[src/rtl/shift_pkg.sv]
// Shared types and constants for the shift execution stage and its 8-bit core.
package shift_pkg;

    localparam int SHIFT_W  = 8;
    localparam int PASS_MAX = 8;

    typedef enum logic [1:0] {
        IDLE = 2'd0,
        EXEC = 2'd1,
        OUT  = 2'd2
    } exec_state_t;

    typedef struct packed {
        logic [SHIFT_W-1:0] data;
        logic [3:0]         n;
        logic               ar;
        logic               lr;
        logic               rot;
    } shift_cmd_t;

endpackage

[src/rtl/shift_exec_stage_if.sv]
// Command-in / result-out handshake bundle of the shift execution stage.
interface shift_exec_stage_if;
    import shift_pkg::*;

    logic               in_valid;
    logic               in_ready;
    logic [SHIFT_W-1:0] in_data;
    logic [3:0]         in_n;
    logic               in_ar;
    logic               in_lr;
    logic               in_rot;
    logic               out_valid;
    logic               out_ready;
    logic [SHIFT_W-1:0] out_data;
    logic               busy;

    modport slave (
        input  in_valid, in_data, in_n, in_ar, in_lr, in_rot, out_ready,
        output in_ready, out_valid, out_data, busy
    );

    modport master (
        output in_valid, in_data, in_n, in_ar, in_lr, in_rot, out_ready,
        input  in_ready, out_valid, out_data, busy
    );

endinterface

[src/rtl/shift_core.sv]
// Combinational 8-bit funnel shift/rotate; amount 0..8, 8 clears (or sign-fills) a shift.
module shift_core
    import shift_pkg::*;
(
    input  logic [SHIFT_W-1:0] i_data,
    input  logic [3:0]         i_n,
    input  logic               i_ar,
    input  logic               i_lr,
    input  logic               i_rot,
    output logic [SHIFT_W-1:0] o_data
);

    logic [SHIFT_W-1:0]   w_fill_r;
    logic [SHIFT_W-1:0]   w_fill_l;
    logic [2*SHIFT_W-1:0] w_right;
    logic [2*SHIFT_W-1:0] w_left;

    // The fill half of the funnel supplies rotate wrap bits, sign bits or zeros.
    assign w_fill_r = i_rot ? i_data : (i_ar ? {SHIFT_W{i_data[SHIFT_W-1]}} : '0);
    assign w_fill_l = i_rot ? i_data : '0;
    assign w_right  = {w_fill_r, i_data} >> i_n;
    assign w_left   = {i_data, w_fill_l} << i_n;
    assign o_data   = i_lr ? w_left[2*SHIFT_W-1:SHIFT_W] : w_right[SHIFT_W-1:0];

endmodule

[src/rtl/shift_exec_stage.sv]
// Queues shift commands and runs them through shift_core, splitting amounts >8 into two passes.
module shift_exec_stage
    import shift_pkg::*;
#(
    parameter int DEPTH = 2
) (
    input logic               clk,
    input logic               rst,
    shift_exec_stage_if.slave bus
);

    localparam int PTR_W = $clog2(DEPTH);

    shift_cmd_t         r_fifo [DEPTH];
    logic [PTR_W:0]     r_wr_ptr;
    logic [PTR_W:0]     r_rd_ptr;
    exec_state_t        r_state;
    shift_cmd_t         r_work;
    logic               r_out_valid;
    logic [SHIFT_W-1:0] r_out_data;

    logic               w_empty;
    logic               w_full;
    logic               w_push;
    logic               w_pop;
    shift_cmd_t         w_cmd_in;
    shift_cmd_t         w_head;
    logic [3:0]         w_amt;
    logic [SHIFT_W-1:0] w_core_out;

    // Extra wrap bit tells full from empty when the index bits match.
    assign w_empty  = (r_wr_ptr == r_rd_ptr);
    assign w_full   = (r_wr_ptr[PTR_W] != r_rd_ptr[PTR_W]) &&
                      (r_wr_ptr[PTR_W-1:0] == r_rd_ptr[PTR_W-1:0]);
    assign w_push   = bus.in_valid && !w_full;
    assign w_pop    = !w_empty && ((r_state == IDLE) || ((r_state == OUT) && bus.out_ready));
    assign w_cmd_in = '{data: bus.in_data, n: bus.in_n, ar: bus.in_ar,
                        lr: bus.in_lr, rot: bus.in_rot};
    assign w_head   = r_fifo[r_rd_ptr[PTR_W-1:0]];
    assign w_amt    = (r_work.n > 4'(PASS_MAX)) ? 4'(PASS_MAX) : r_work.n;

    shift_core u_core (
        .i_data (r_work.data),
        .i_n    (w_amt),
        .i_ar   (r_work.ar),
        .i_lr   (r_work.lr),
        .i_rot  (r_work.rot),
        .o_data (w_core_out)
    );

    // NOTE: storage has no reset; the pointers alone define which entries are live.
    always_ff @(posedge clk) begin
        if (w_push) begin
            r_fifo[r_wr_ptr[PTR_W-1:0]] <= w_cmd_in;
        end
    end

    // NOTE: every register below uses <= so all updates see pre-edge values.
    always_ff @(posedge clk or posedge rst) begin
        if (rst) begin
            r_wr_ptr <= '0;
            r_rd_ptr <= '0;
        end else begin
            if (w_push) r_wr_ptr <= r_wr_ptr + 1'b1;
            if (w_pop)  r_rd_ptr <= r_rd_ptr + 1'b1;
        end
    end

    always_ff @(posedge clk or posedge rst) begin
        if (rst) begin
            r_state     <= IDLE;
            r_work      <= '0;
            r_out_valid <= 1'b0;
            r_out_data  <= '0;
        end else begin
            case (r_state)
                IDLE: begin
                    if (!w_empty) begin
                        r_work  <= w_head;
                        r_state <= EXEC;
                    end
                end
                EXEC: begin
                    if (r_work.n > 4'(PASS_MAX)) begin
                        r_work.data <= w_core_out;
                        r_work.n    <= r_work.n - 4'(PASS_MAX);
                    end else begin
                        r_out_data  <= w_core_out;
                        r_out_valid <= 1'b1;
                        r_state     <= OUT;
                    end
                end
                OUT: begin
                    if (bus.out_ready) begin
                        r_out_valid <= 1'b0;
                        if (!w_empty) begin
                            r_work  <= w_head;
                            r_state <= EXEC;
                        end else begin
                            r_state <= IDLE;
                        end
                    end
                end
                default: r_state <= IDLE;
            endcase
        end
    end

    assign bus.in_ready  = !w_full;
    assign bus.out_valid = r_out_valid;
    assign bus.out_data  = r_out_data;
    assign bus.busy      = !w_empty || (r_state != IDLE);

endmodule

[src/flat_wrapper.sv]
// flat-port wrapper written by rule: the top's interface ports become plain ports
module shift_exec_stage_flat import shift_pkg::*;
#(
    parameter int DEPTH = 2
)
  (clk, rst, bus_in_valid, bus_in_data, bus_in_n, bus_in_ar, bus_in_lr, bus_in_rot, bus_out_ready, bus_in_ready, bus_out_valid, bus_out_data, bus_busy);
  shift_exec_stage_if bus_i ();
  input logic clk;
  input logic rst;
  input wire logic [$bits(bus_i.in_valid)-1:0] bus_in_valid;
  input wire logic [$bits(bus_i.in_data)-1:0] bus_in_data;
  input wire logic [$bits(bus_i.in_n)-1:0] bus_in_n;
  input wire logic [$bits(bus_i.in_ar)-1:0] bus_in_ar;
  input wire logic [$bits(bus_i.in_lr)-1:0] bus_in_lr;
  input wire logic [$bits(bus_i.in_rot)-1:0] bus_in_rot;
  input wire logic [$bits(bus_i.out_ready)-1:0] bus_out_ready;
  output wire logic [$bits(bus_i.in_ready)-1:0] bus_in_ready;
  output wire logic [$bits(bus_i.out_valid)-1:0] bus_out_valid;
  output wire logic [$bits(bus_i.out_data)-1:0] bus_out_data;
  output wire logic [$bits(bus_i.busy)-1:0] bus_busy;
  assign bus_i.in_valid = bus_in_valid;
  assign bus_i.in_data = bus_in_data;
  assign bus_i.in_n = bus_in_n;
  assign bus_i.in_ar = bus_in_ar;
  assign bus_i.in_lr = bus_in_lr;
  assign bus_i.in_rot = bus_in_rot;
  assign bus_i.out_ready = bus_out_ready;
  assign bus_in_ready = bus_i.in_ready;
  assign bus_out_valid = bus_i.out_valid;
  assign bus_out_data = bus_i.out_data;
  assign bus_busy = bus_i.busy;
  shift_exec_stage #(.DEPTH(DEPTH)) u_core (.clk(clk), .rst(rst), .bus(bus_i));
endmodule
[config.mk]
export PLATFORM = sky130hd
export DESIGN_NAME = shift_exec_stage_flat
export DESIGN_NICKNAME = d
export VERILOG_FILES = /design/src/rtl/shift_pkg.sv /design/src/rtl/shift_exec_stage_if.sv /design/src/rtl/shift_core.sv /design/src/rtl/shift_exec_stage.sv /design/src/flat_wrapper.sv
export SDC_FILE = /design/constraint.sdc
export NUM_CORES = 1
export LEC_CHECK = 0
export ABC_AREA = 1
export BUFFER_PORTS_ARGS = -buffer_cell sky130_fd_sc_hd__buf_2
export CORE_MARGIN = 1.5
export CORE_UTILIZATION = 64
export CTS_CLUSTER_SIZE = 16
export DETAILED_ROUTE_END_ITERATION = 8
export HOLD_SLACK_MARGIN = 0.02
export PLACE_DENSITY = 0.85
export SLEW_MARGIN = 20
export SYNTH_ARGS = -nofsm -noshare
export SYNTH_HDL_FRONTEND = slang
export SYNTH_SLANG_ARGS = --single-unit
[constraint.sdc]
create_clock -name clk -period 4.3 [get_ports clk]
set_input_delay 0.645 -clock clk [delete_from_list [all_inputs] [get_ports clk]]
set_output_delay 0.645 -clock clk [all_outputs]
set_load 0.1 [all_outputs]
==> metrics.md, run 1 <==
| Metric | Value |
|---|---|
| DR vias | 3266 |
| Number of flops mapped to enable cells by yosys | 30 |
| Maximum number of pins on one net before global-route repair | 31 |
| Total routing usage reported by global routing | 32.2% |
| Die ar. | 5960 um2 |
| Endpoints failing hold | 0 |
| Main flop type after synthesis | sky130_fd_sc_hd__edfxtp_1 |
| Antenna diode count | 0 |
| Cells taking the most area after synthesis | sky130_fd_sc_hd__edfxtp_1 (26%), sky130_fd_sc_hd__dfrtp_1 (21%), sky130_fd_sc_hd__nand2_1 (14%), sky130_fd_sc_hd__nand3_1 (12%), sky130_fd_sc_hd__nor2_1 (5.1%) |
| Initial core utilization | 67.7% |
| Number of rows in the core area | 26 |
| Setup clock skew after layout | 0.00785 ns |
| Post-CTS resize count | 0 |
| Unrepaired setup endpoints after global routing | false |
| DRC | 0 |
| CTS clk-pin slew, worst paths | 0.07 ns |
| Vert. Die Dim | 77.2 um |
| Arithmetic-cell share of the synthesized area counting full adders, half adders and majority gates | 0% |
| Library cell used as clock root buffer | sky130_fd_sc_hd__clkbuf_8 |
| DR iter-0 viols | 424 |
| CP max FO | 18 |
| Fraction of layout cells with a size suffix above 1 | 14.6% |
| Routed Antenna Nets | 0 |
| Timing-limited maximum frequency | 396 MHz |
| Result of the run | completed |
| Area of the core | 5200 um2 |
| # port buffers | 29 |
| Synthesized area divided by synthesized cell count | 7.90 um2 |
| Boundary pin count | 30 |
| Share of the synthesized area in the top cell type | 25.6% |
| Cell type of the slowest stage on the worst timing path | sky130_fd_sc_hd__dfrtp_1 |
| Number of storage elements in the synthesis netlist | 60 |
| Compound-cell area share of the yosys netlist | 11.0% |
| Largest area contributor in the synthesized netlist | sky130_fd_sc_hd__edfxtp_1 |
| Most used cell along the critical path | sky130_fd_sc_hd__nand2_1 |
| Setup Fix Bufs, Post-CTS | 0 |
| Post-synthesis share of cell area spent on xor and xnor gates | 0.994% |
| Final Wtd Congestion | 1.12 |
| Commonest cells in the synthesized netlist | sky130_fd_sc_hd__nand2_1 (128), sky130_fd_sc_hd__nand3_1 (84), sky130_fd_sc_hd__nor2_1 (48), sky130_fd_sc_hd__dfrtp_1 (30), sky130_fd_sc_hd__edfxtp_1 (30) |
| Final setup violation count | 0 |
| Slew at the pin closest to its max-slew limit | 0.738 ns |
| Worst setup SP type | flop |
| Layout Nets | 487 |
| Antenna violations before repair | 0 |
| Final global-route overflow total | 0 |
| Placed wire-length estimate after detailed placement | 5970 um |
| Final count of pins violating max slew | 0 |
| Post-synthesis sequential area ratio | 46.9% |
| Total number of yosys warnings | 0 |
| Post-route clock period utilization | 58.7% |
| Number of CTS-inserted buffers | 9 |
| Basic-gate share of the synthesized area counting and, or, nand and nor cells | 33.0% |
| Wire per inst | 16.0 um |
| Setup total negative slack | 0 ns |
| Wire length of the first global-routing pass | 14800 um |
| Count of cell types in the netlist | 32 |
| Multiplexer share of the synthesized area | 0.284% |
| Worst endpoint data arrival time | 1.88 ns |
| Final wirelength | 8710 um |
| Number of global-route vias before repair | 3130 |
| Area growth from synthesis to final layout | 8.63% |
| Crit. End Element | primary output |
| Total standard cell area after synthesis | 3520 um2 |
| Number of standard cells after synthesis | 446 |
| Async S/R FF share, synth | 50.0% |
| Max clock buf depth | 2 |
| Dominant combinational cell family by area after synthesis | simple AND/OR/NAND/NOR gates |
| CTS tree | done |
| Hold buffer count at cts | 0 |
| Relative max-transition margin | 50.8% |
| Path type of the worst min-delay path | in2async |
| Horizontal die dimension | 77.2 um |
| Crit path time final | 2.52 ns |
| Setup Crit Path Kind | reg2out |
| Cell breakdown of the critical path | xnor2_1, nand2_1, inv_1, nand2_1, buf_2 |
| R2R depth | 9 |
| Vias per cell | 6.01 |
| H-tree Lvls | 3 |
| Mapped Nets | 465 |
| Number of maximum-capacitance violations | 0 |
| Cell with the most instances after synthesis | sky130_fd_sc_hd__nand2_1 |
| Data required time of the critical path | 3.65 ns |
| Initial DRT Pass Iterations | 5 |
| Clock sink count | 60 |
| Largest incremental delay on the critical path | 0.73 ns |
| Clock insertion delay at the later pin of the skew report | 0.33 ns |
[critical path: cells and delay by family (launching register included)]
kind                   cells  cell delay, ns
XOR/XNOR                   1            0.18
buffers and inverters      2            0.46
flip-flops                 1            0.73
AND/OR/NAND/NOR            2            0.16
[per-stage QoR]
stage | worst slack [ns] | cells | utilization, % | instance area [um2] | hold WS (ns)
after CTS | 1.77 | 543 | 73.6 | 3830 | 0.485
after global placement | 1.91 | 527 | 69.5 | 3620 | 0.461
after global routing | 1.60 | 543 | 73.6 | 3830 | 0.431
after detailed placement | 1.90 | 527 | 69.5 | 3620 | 0.467
final | 1.78 | 543 | 73.6 | 3830 | 0.379
after floorplan | 1.67 | 446 | - | 3520 | 0.462
[flip-flops by register name, summed over array words and instances (netlist names)]
| name | flops |
|---|---|
| u_core.r_wr_ptr | 2 |
| u_core.r_rd_ptr | 2 |
| u_core.bus.out_data | 8 |
| u_core.bus.out_valid | 1 |
| u_core.r_work | 15 |
| u_core.r_state | 2 |
| u_core.r_fifo | 30 |
[placed cells by master, fill, tap and decap left out, types with 10 or more instances in the layout]
cell type,instances
sky130_fd_sc_hd__nand3_1,84
sky130_fd_sc_hd__nor2_1,47
sky130_fd_sc_hd__a21oi_1,12
sky130_fd_sc_hd__edfxtp_1,30
sky130_fd_sc_hd__nand2_1,128
sky130_fd_sc_hd__dfrtp_1,30
sky130_fd_sc_hd__buf_2,29
sky130_fd_sc_hd__inv_1,28
sky130_fd_sc_hd__clkbuf_8,10
[cells by family after synthesis]
| family | Yosys count |
|---|---|
| mux | 1 |
| compound gates | 57 |
| simple gates | 270 |
| flops | 60 |
| xor+xnor | 4 |
| buf+inv | 54 |
[per-layer routing]
layer | up-vias | wire length (um) | global-route usage (%)
met2 | 182 | 4030 | 49.9
met5 | - | 0 | 0
met1 | 1503 | 3600 | 42.5
met4 | 0 | 357 | 16.2
li1 | 1552 | - | -
met3 | 29 | 726 | 7.14
[final timing paths]
kind | from | endpoint | slack [ns]
worst max-delay path | u_core.r_rd_ptr[0] | bus_busy | 1.78
worst min-delay path | rst | u_core.bus.out_data[2] | 0.38
worst max register to register | u_core.r_work[6] | u_core.r_work[7] | 1.79
worst min register to register | u_core.bus.out_data[2] | u_core.bus.out_data[2] | 0.48
max in group asynchronous | rst | u_core.r_work[4] | 3.50
min in group clk | u_core.bus.out_data[2] | u_core.bus.out_data[2] | 0.48
[final cells by class]
| type | instances | area, um2 |
|---|---|---|
| multi-input cells | 332 | 1600 |
| inverters | 35 | 131 |
| well taps | 70 | 87.6 |
| flip-flops and latches | 60 | 1650 |
| repair buffers | 30 | 153 |
| clock inverters | 2 | 13.8 |
| clock buffers | 14 | 195 |
| fillers | 408 | 1380 |
Power of run 1 is left out: the tool's default activity adds up to more than one toggle a clock period on the data nets, which glitch-free logic cannot reach.
==> run 2, diff against run 1 <==
- CORE_UTILIZATION: 64 -> 54
- PLACE_DENSITY: 0.85 -> 0.76
- clock period: 4.3 -> 2.2 ns (I/O delays scaled with it)
==> metrics.md, run 2 (synthesis results as in run 1) <==
| Metric | Value |
|---|---|
| Number of rows in the core area | 29 (was 26) |
| Unrepaired setup endpoints after global routing | false (unchanged) |
| Most used cell along the critical path | sky130_fd_sc_hd__nand2_1 (unchanged) |
| Layout Nets | 501 (was 487) |
| Final wirelength | 9070 um (was 8710 um) |
| CTS tree | done (unchanged) |
| Fraction of layout cells with a size suffix above 1 | 17.7% (was 14.6%) |
| DR vias | 3251 (was 3266) |
| Worst setup SP type | flop (unchanged) |
| DR iter-0 viols | 354 (was 424) |
| Cell type of the slowest stage on the worst timing path | sky130_fd_sc_hd__dfrtp_1 (unchanged) |
| Setup Crit Path Kind | reg2reg (was reg2out) |
| Crit. End Element | flop (was primary output) |
| Maximum number of pins on one net before global-route repair | 31 (unchanged) |
| Total routing usage reported by global routing | 26.9% (was 32.2%) |
| Setup clock skew after layout | 0.0147 ns (was 0.00785 ns) |
| Post-route clock period utilization | 86.9% |
| CTS clk-pin slew, worst paths | 0.08 ns (was 0.07 ns) |
| Timing-limited maximum frequency | 523 MHz |
| Highest-count cells in the layout ignoring fill and taps | sky130_fd_sc_hd__nand2_1 (127), sky130_fd_sc_hd__nand3_1 (84), sky130_fd_sc_hd__nor2_1 (46) (was sky130_fd_sc_hd__nand2_1 (128), sky130_fd_sc_hd__nand3_1 (84), sky130_fd_sc_hd__nor2_1 (47)) |
| Number of global-route vias before repair | 3028 (was 3130) |
| Filler cell count in the final layout | 568 (was 408) |
| Crit path time final | 1.91 ns |
| Path type of the worst min-delay path | in2async (unchanged) |
| Relative max-transition margin | 60.0% (was 50.8%) |
| Clock sink count | 60 (unchanged) |
| CP max FO | 16 (was 18) |
| Max clock buf depth | 2 (unchanged) |
| Number of CTS-inserted buffers | 9 (unchanged) |
| Antenna violations before repair | 0 (unchanged) |
| Initial DRT Pass Iterations | 5 (unchanged) |
| # port buffers | 29 (unchanged) |
| Result of the run | completed (unchanged) |
| Final setup violation count | 0 (unchanged) |
| Cell breakdown of the critical path | buf_4, nor2_4, nand2_1, nand2_1, nand2_1, nand2_1, nand3_1, nor2_1, nor2_1, nand2_1, nand2_1, o21ai_1 (was xnor2_1, nand2_1, inv_1, nand2_1, buf_2) |
| Wire length of the first global-routing pass | 14800 um (about the same) |
| Final global-route overflow total | 0 (unchanged) |
| Routed Antenna Nets | 0 (unchanged) |
| Vias per cell | 5.76 (was 6.01) |
| Slew at the pin closest to its max-slew limit | 0.598 ns (was 0.738 ns) |
| Reg2reg setup slack | 0.29 ns (was 1.79 ns) |
| H-tree Lvls | 3 (unchanged) |
| Placed wire-length estimate after detailed placement | 6430 um (was 5970 um) |
| Final count of pins violating max slew | 0 (unchanged) |
| Wire per inst | 16.1 um (was 16.0 um) |
| Library cell used as clock root buffer | sky130_fd_sc_hd__clkbuf_8 (unchanged) |
| Endpoints failing hold | 0 (unchanged) |
| Die ar. | 7020 um2 (was 5960 um2) |
| Number of maximum-capacitance violations | 0 (unchanged) |
| Area growth from synthesis to final layout | 11.5% (was 8.63%) |
| Setup total negative slack | 0 ns (unchanged) |
| Area of the core | 6310 um2 (was 5200 um2) |
| Clock insertion delay at the later pin of the skew report | 0.34 ns (was 0.33 ns) |
| Horizontal die dimension | 83.8 um (was 77.2 um) |
| Antenna diode count | 0 (unchanged) |
| Most common cell after layout, fill and taps aside | sky130_fd_sc_hd__nand2_1 (unchanged) |
| Initial core utilization | 55.8% (was 67.7%) |
| Data required time of the critical path | 2.47 ns (was 3.65 ns) |
| Vert. Die Dim | 83.8 um (was 77.2 um) |
| Final Wtd Congestion | 1.04 (was 1.12) |
| Worst endpoint data arrival time | 2.19 ns (was 1.88 ns) |
| Boundary pin count | 30 (unchanged) |
| Hold buffer count at cts | 0 (unchanged) |
| Largest register FFs | 30 (unchanged) |
| DRC | 0 (unchanged) |
| Largest incremental delay on the critical path | 0.41 ns (was 0.73 ns) |
==> run 2: what timing repair did <==
item	CTS	global route
endpoints found under the setup margin	0	9
resized for setup	0	1
setup buffers	0	0
==> run 2: layout make-up <==
cell class | instances | area [um2] | share of cell area (%)
multi-input cells | 332 | 1600 | 40.8
inverters | 35 | 131 | 3.34
well taps | 77 | 96.3 | 2.45
repair buffers | 44 | 258 | 6.56
clock buffers | 10 | 128 | 3.25
clock inverters | 6 | 63.8 | 1.62
flip-flops and latches | 60 | 1650 | 42.0
==> run 2: worst max-delay path, delay by kind of cell, from the launching register on <==
kind | cells | cell delay [ns]
AOI/OAI and AO/OA | 1 | 0.14
buffers and inverters | 1 | 0.18
DFF | 1 | 0.41
and+or+nand+nor | 10 | 1.12
==> run 2: routing by layer <==
layer | share of wire [%] | GRT usage [%] | vias up | wire (um)
li1 | - | - | 1575 | -
met1 | 42 | 35.6 | 1460 | 3790
met2 | 45 | 42.4 | 172 | 4120
met3 | 7.8 | 4.85 | 44 | 707
met4 | 4.9 | 14.2 | 0 | 448
met5 | 0 | 0 | - | 0
==> run 2: path summary, 6_finish.rpt <==
kind / startpoint / end / cells after the start
max in group asynchronous: rst / u_core.r_work[1] / 3
max reg2reg: u_core.r_work[6] / u_core.bus.out_data[1] / 12
max: u_core.r_work[6] / u_core.bus.out_data[1] / 12
min in group clk: bus_in_data[6] / u_core.r_fifo[1][13] / 1
min: rst / u_core.r_work[13] / 3
min reg2reg: u_core.bus.out_data[0] / u_core.bus.out_data[0] / 2
==> run 2: through the flow <==
| stage | utilization, % | setup WS (ns) | cell area, um2 | cells | hold WS, ns |
|---|---|---|---|---|---|
| after floorplan | - | 0.0846 | 3530 | 446 | 0.421 |
| after global placement | 59.2 | 0.142 | 3740 | 548 | 0.419 |
| after detailed placement | 59.2 | 0.133 | 3740 | 548 | 0.428 |
| after CTS | 62.2 | 0.112 | 3930 | 564 | 0.0631 |
| after global routing | 62.2 | 0.111 | 3930 | 564 | 0.0807 |
| final | 62.2 | 0.287 | 3930 | 564 | 0.0547 |
Power of run 2 is left out for the same reason.
==> run 3, diff against run 2 <==
- BUFFER_PORTS_ARGS: -buffer_cell sky130_fd_sc_hd__buf_2 -> default
- CORE_UTILIZATION: 54 -> 57
- DONT_BUFFER_PORTS: default -> 1
- PLACE_DENSITY: 0.76 -> 0.75
==> metrics.md, run 3 (synthesis results as in run 1) <==
| Metric | Value |
|---|---|
| Result of the run | completed (unchanged) |
| Highest-count cells in the layout ignoring fill and taps | sky130_fd_sc_hd__nand2_1 (127), sky130_fd_sc_hd__nand3_1 (84), sky130_fd_sc_hd__nor2_1 (46) (unchanged) |
| Endpoints failing hold | 0 (unchanged) |
| Post-route clock period utilization | 86.5% (was 86.9%) |
| Most used cell along the critical path | sky130_fd_sc_hd__nand2_1 (unchanged) |
| Setup clock skew after layout | 0.00672 ns (was 0.0147 ns) |
| Cell breakdown of the critical path | inv_2, nand2_4, inv_2, buf_4, o211ai_1, nand3_1, nand3_1, nand2_1, nand2_1, nand2_1, a21oi_2 (was buf_4, nor2_4, nand2_1, nand2_1, nand2_1, nand2_1, nand3_1, nor2_1, nor2_1, nand2_1, nand2_1, o21ai_1) |
| H-tree Lvls | 3 (unchanged) |
| Area growth from synthesis to final layout | 12.6% (was 11.5%) |
| Vias per cell | 5.83 (was 5.76) |
| Boundary pin count | 30 (unchanged) |
| Number of rows in the core area | 28 (was 29) |
| Layout Nets | 490 (was 501) |
| R2R depth | 11 (was 12) |
| Global routing met2 resource utilization | 47.0% (was 42.4%) |
| Setup Fix Bufs, Post-CTS | 0 (unchanged) |
| Met1 track demand over resource in global routing | 37.3% (was 35.6%) |
| # port buffers | 0 (was 29) |
| CTS tree | done (unchanged) |
| Non-filler cells, final | 551 (was 564) |
| Fraction of layout cells with a size suffix above 1 | 15.3% (was 17.7%) |
| Number of maximum-capacitance violations | 0 (unchanged) |
| Relative max-transition margin | 72.8% (was 60.0%) |
| Worst Setup Slack post-DPL | 0.341 ns (was 0.133 ns) |
| Antenna diode count | 0 (unchanged) |
| DR iter-0 viols | 371 (was 354) |
| Final Wtd Congestion | 1.03 (was 1.04) |
| Clock insertion delay at the later pin of the skew report | 0.34 ns (about the same) |
| Horizontal die dimension | 81.6 um (was 83.8 um) |
| Worst setup margin | 0.296 ns (was 0.287 ns) |
| Worst hold endpoint | u_core.r_fifo[1][10] |
| Initial DRT Pass Iterations | 5 (unchanged) |
| Final setup violation count | 0 (unchanged) |
| Wire length of the first global-routing pass | 14400 um (was 14800 um) |
| Slew at the pin closest to its max-slew limit | 0.404 ns (was 0.598 ns) |
| Worst setup SP type | flop (unchanged) |
| Crit. End Element | flop (unchanged) |
| DRC | 0 (unchanged) |
| Reg2reg setup slack | 0.30 ns (was 0.29 ns) |
| Largest register FFs | 30 (unchanged) |
| Most common cell after layout, fill and taps aside | sky130_fd_sc_hd__nand2_1 (unchanged) |
| Setup total negative slack | 0 ns (unchanged) |
| Largest incremental delay on the critical path | 0.44 ns (was 0.41 ns) |
| Path type of the worst min-delay path | in2reg (was in2async) |
| Total routing usage reported by global routing | 29.6% (was 26.9%) |
| CP max FO | 17 (was 16) |
| Antenna violations before repair | 0 (unchanged) |
| Die ar. | 6660 um2 (was 7020 um2) |
| Max clock buf depth | 2 (unchanged) |
| Number of global-route vias before repair | 3013 (was 3028) |
| Cell type of the slowest stage on the worst timing path | sky130_fd_sc_hd__dfrtp_1 (unchanged) |
| Clock sink count | 60 (unchanged) |
| Routed Antenna Nets | 0 (unchanged) |
| Crit path time final | 1.90 ns (was 1.91 ns) |
| Instance count after placement with tap cells included | 534 (was 548) |
| Filler cell count in the final layout | 513 (was 568) |
| Final global-route overflow total | 0 (unchanged) |
| Cell count of the worst hold path | 0 |
| Final wirelength | 9060 um (was 9070 um) |
| Area of the core | 5960 um2 (was 6310 um2) |
| Wire per inst | 16.4 um (was 16.1 um) |
| Layer with the highest usage after global routing | met2 (unchanged) |
| CTS clk-pin slew, worst paths | 0.07 ns (was 0.08 ns) |
| Source of the worst register-to-register timing path | u_core.r_work[6] (unchanged) |
| Maximum number of pins on one net before global-route repair | 31 (unchanged) |
| Library cell used as clock root buffer | sky130_fd_sc_hd__clkbuf_8 (unchanged) |
| Worst endpoint data arrival time | 2.13 ns (was 2.19 ns) |
| Unrepaired setup endpoints after global routing | false (unchanged) |
| Data required time of the critical path | 2.43 ns (was 2.47 ns) |
| R2R Path End | u_core.r_work[10] (was u_core.bus.out_data[1]) |
| Placed wire-length estimate after detailed placement | 6280 um (was 6430 um) |
| DR vias | 3214 (was 3251) |
| Number of CTS-inserted buffers | 9 (unchanged) |
| Timing-limited maximum frequency | 525 MHz (was 523 MHz) |
| Vert. Die Dim | 81.6 um (was 83.8 um) |
| Initial core utilization | 59.2% (was 55.8%) |
| Setup Crit Path Kind | reg2reg (unchanged) |
| Global-route met3 utilization | 7.44% (was 4.85%) |
| Final count of pins violating max slew | 0 (unchanged) |
| Launch instance of the worst min-delay path | bus_in_data[3] |
==> run 3: cell types whose count changed in the layout (fill, tap and decap cells not counted), sizes merged <==
cell / change
buf: -12
bufinv: +2
clkinvlp: -1
dlygate4sd3: +1
inv: -1
==> run 3: cell type report <==
class	count	area, um2	area share, %
Sequential cell	60	1650	41.6
Clock inverter	6	111	2.81
Timing Repair Buffer	33	250	6.31
Multi-Input combinational cell	332	1600	40.4
Clock buffer	10	128	3.22
Tap cell	75	93.8	2.37
Inverter	35	131	3.31
==> run 3: routing by layer <==
| metal | part of all wire, % | wire length, um |
|---|---|---|
| met1 | 41 | 3750 |
| met2 | 48 | 4390 |
| met3 | 7.0 | 631 |
| met4 | 3.2 | 293 |
| met5 | 0 | 0 |
==> run 3: stage by stage <==
stage / instance area (um2) / util [%] / hold WS (ns)
floorplan: 3530 / - / 0.421
global placement: 3720 / 62.4 / 0.319
detailed placement: 3720 / 62.4 / 0.321
CTS: 3970 / 66.6 / 0.0722
global route: 3970 / 66.6 / 0.0596
finish: 3970 / 66.6 / 0.0856
==> run 3: repair_timing <==
item / in CTS / in global routing
hold buffers: 1 / 0
gates resized for setup: 0 / 0
endpoints found under the hold margin: 30 / 0
==> run 3: worst max-delay path by stage <==
stage / from / endpoint / cells after the start
global route: u_core.r_work[6] / u_core.r_work[12] / 12
detailed placement: u_core.r_work[6] / u_core.r_work[10] / 11
floorplan: u_core.r_rd_ptr[0] / u_core.r_fifo[1][0] / 5
finish: u_core.r_work[6] / u_core.r_work[10] / 11
global placement: u_core.r_work[6] / u_core.r_work[10] / 11
CTS: u_core.r_work[6] / u_core.r_work[10] / 11
==> run 3: critical path: cells and delay by family (launching register included) <==
| kind | cells | cell delay [ns] |
|---|---|---|
| AND/OR/NAND/NOR | 6 | 0.51 |
| AO/OA/AOI/OAI | 2 | 0.18 |
| flip-flops | 1 | 0.44 |
| buffers and inverters | 3 | 0.68 |
Power of run 3 is left out for the same reason.
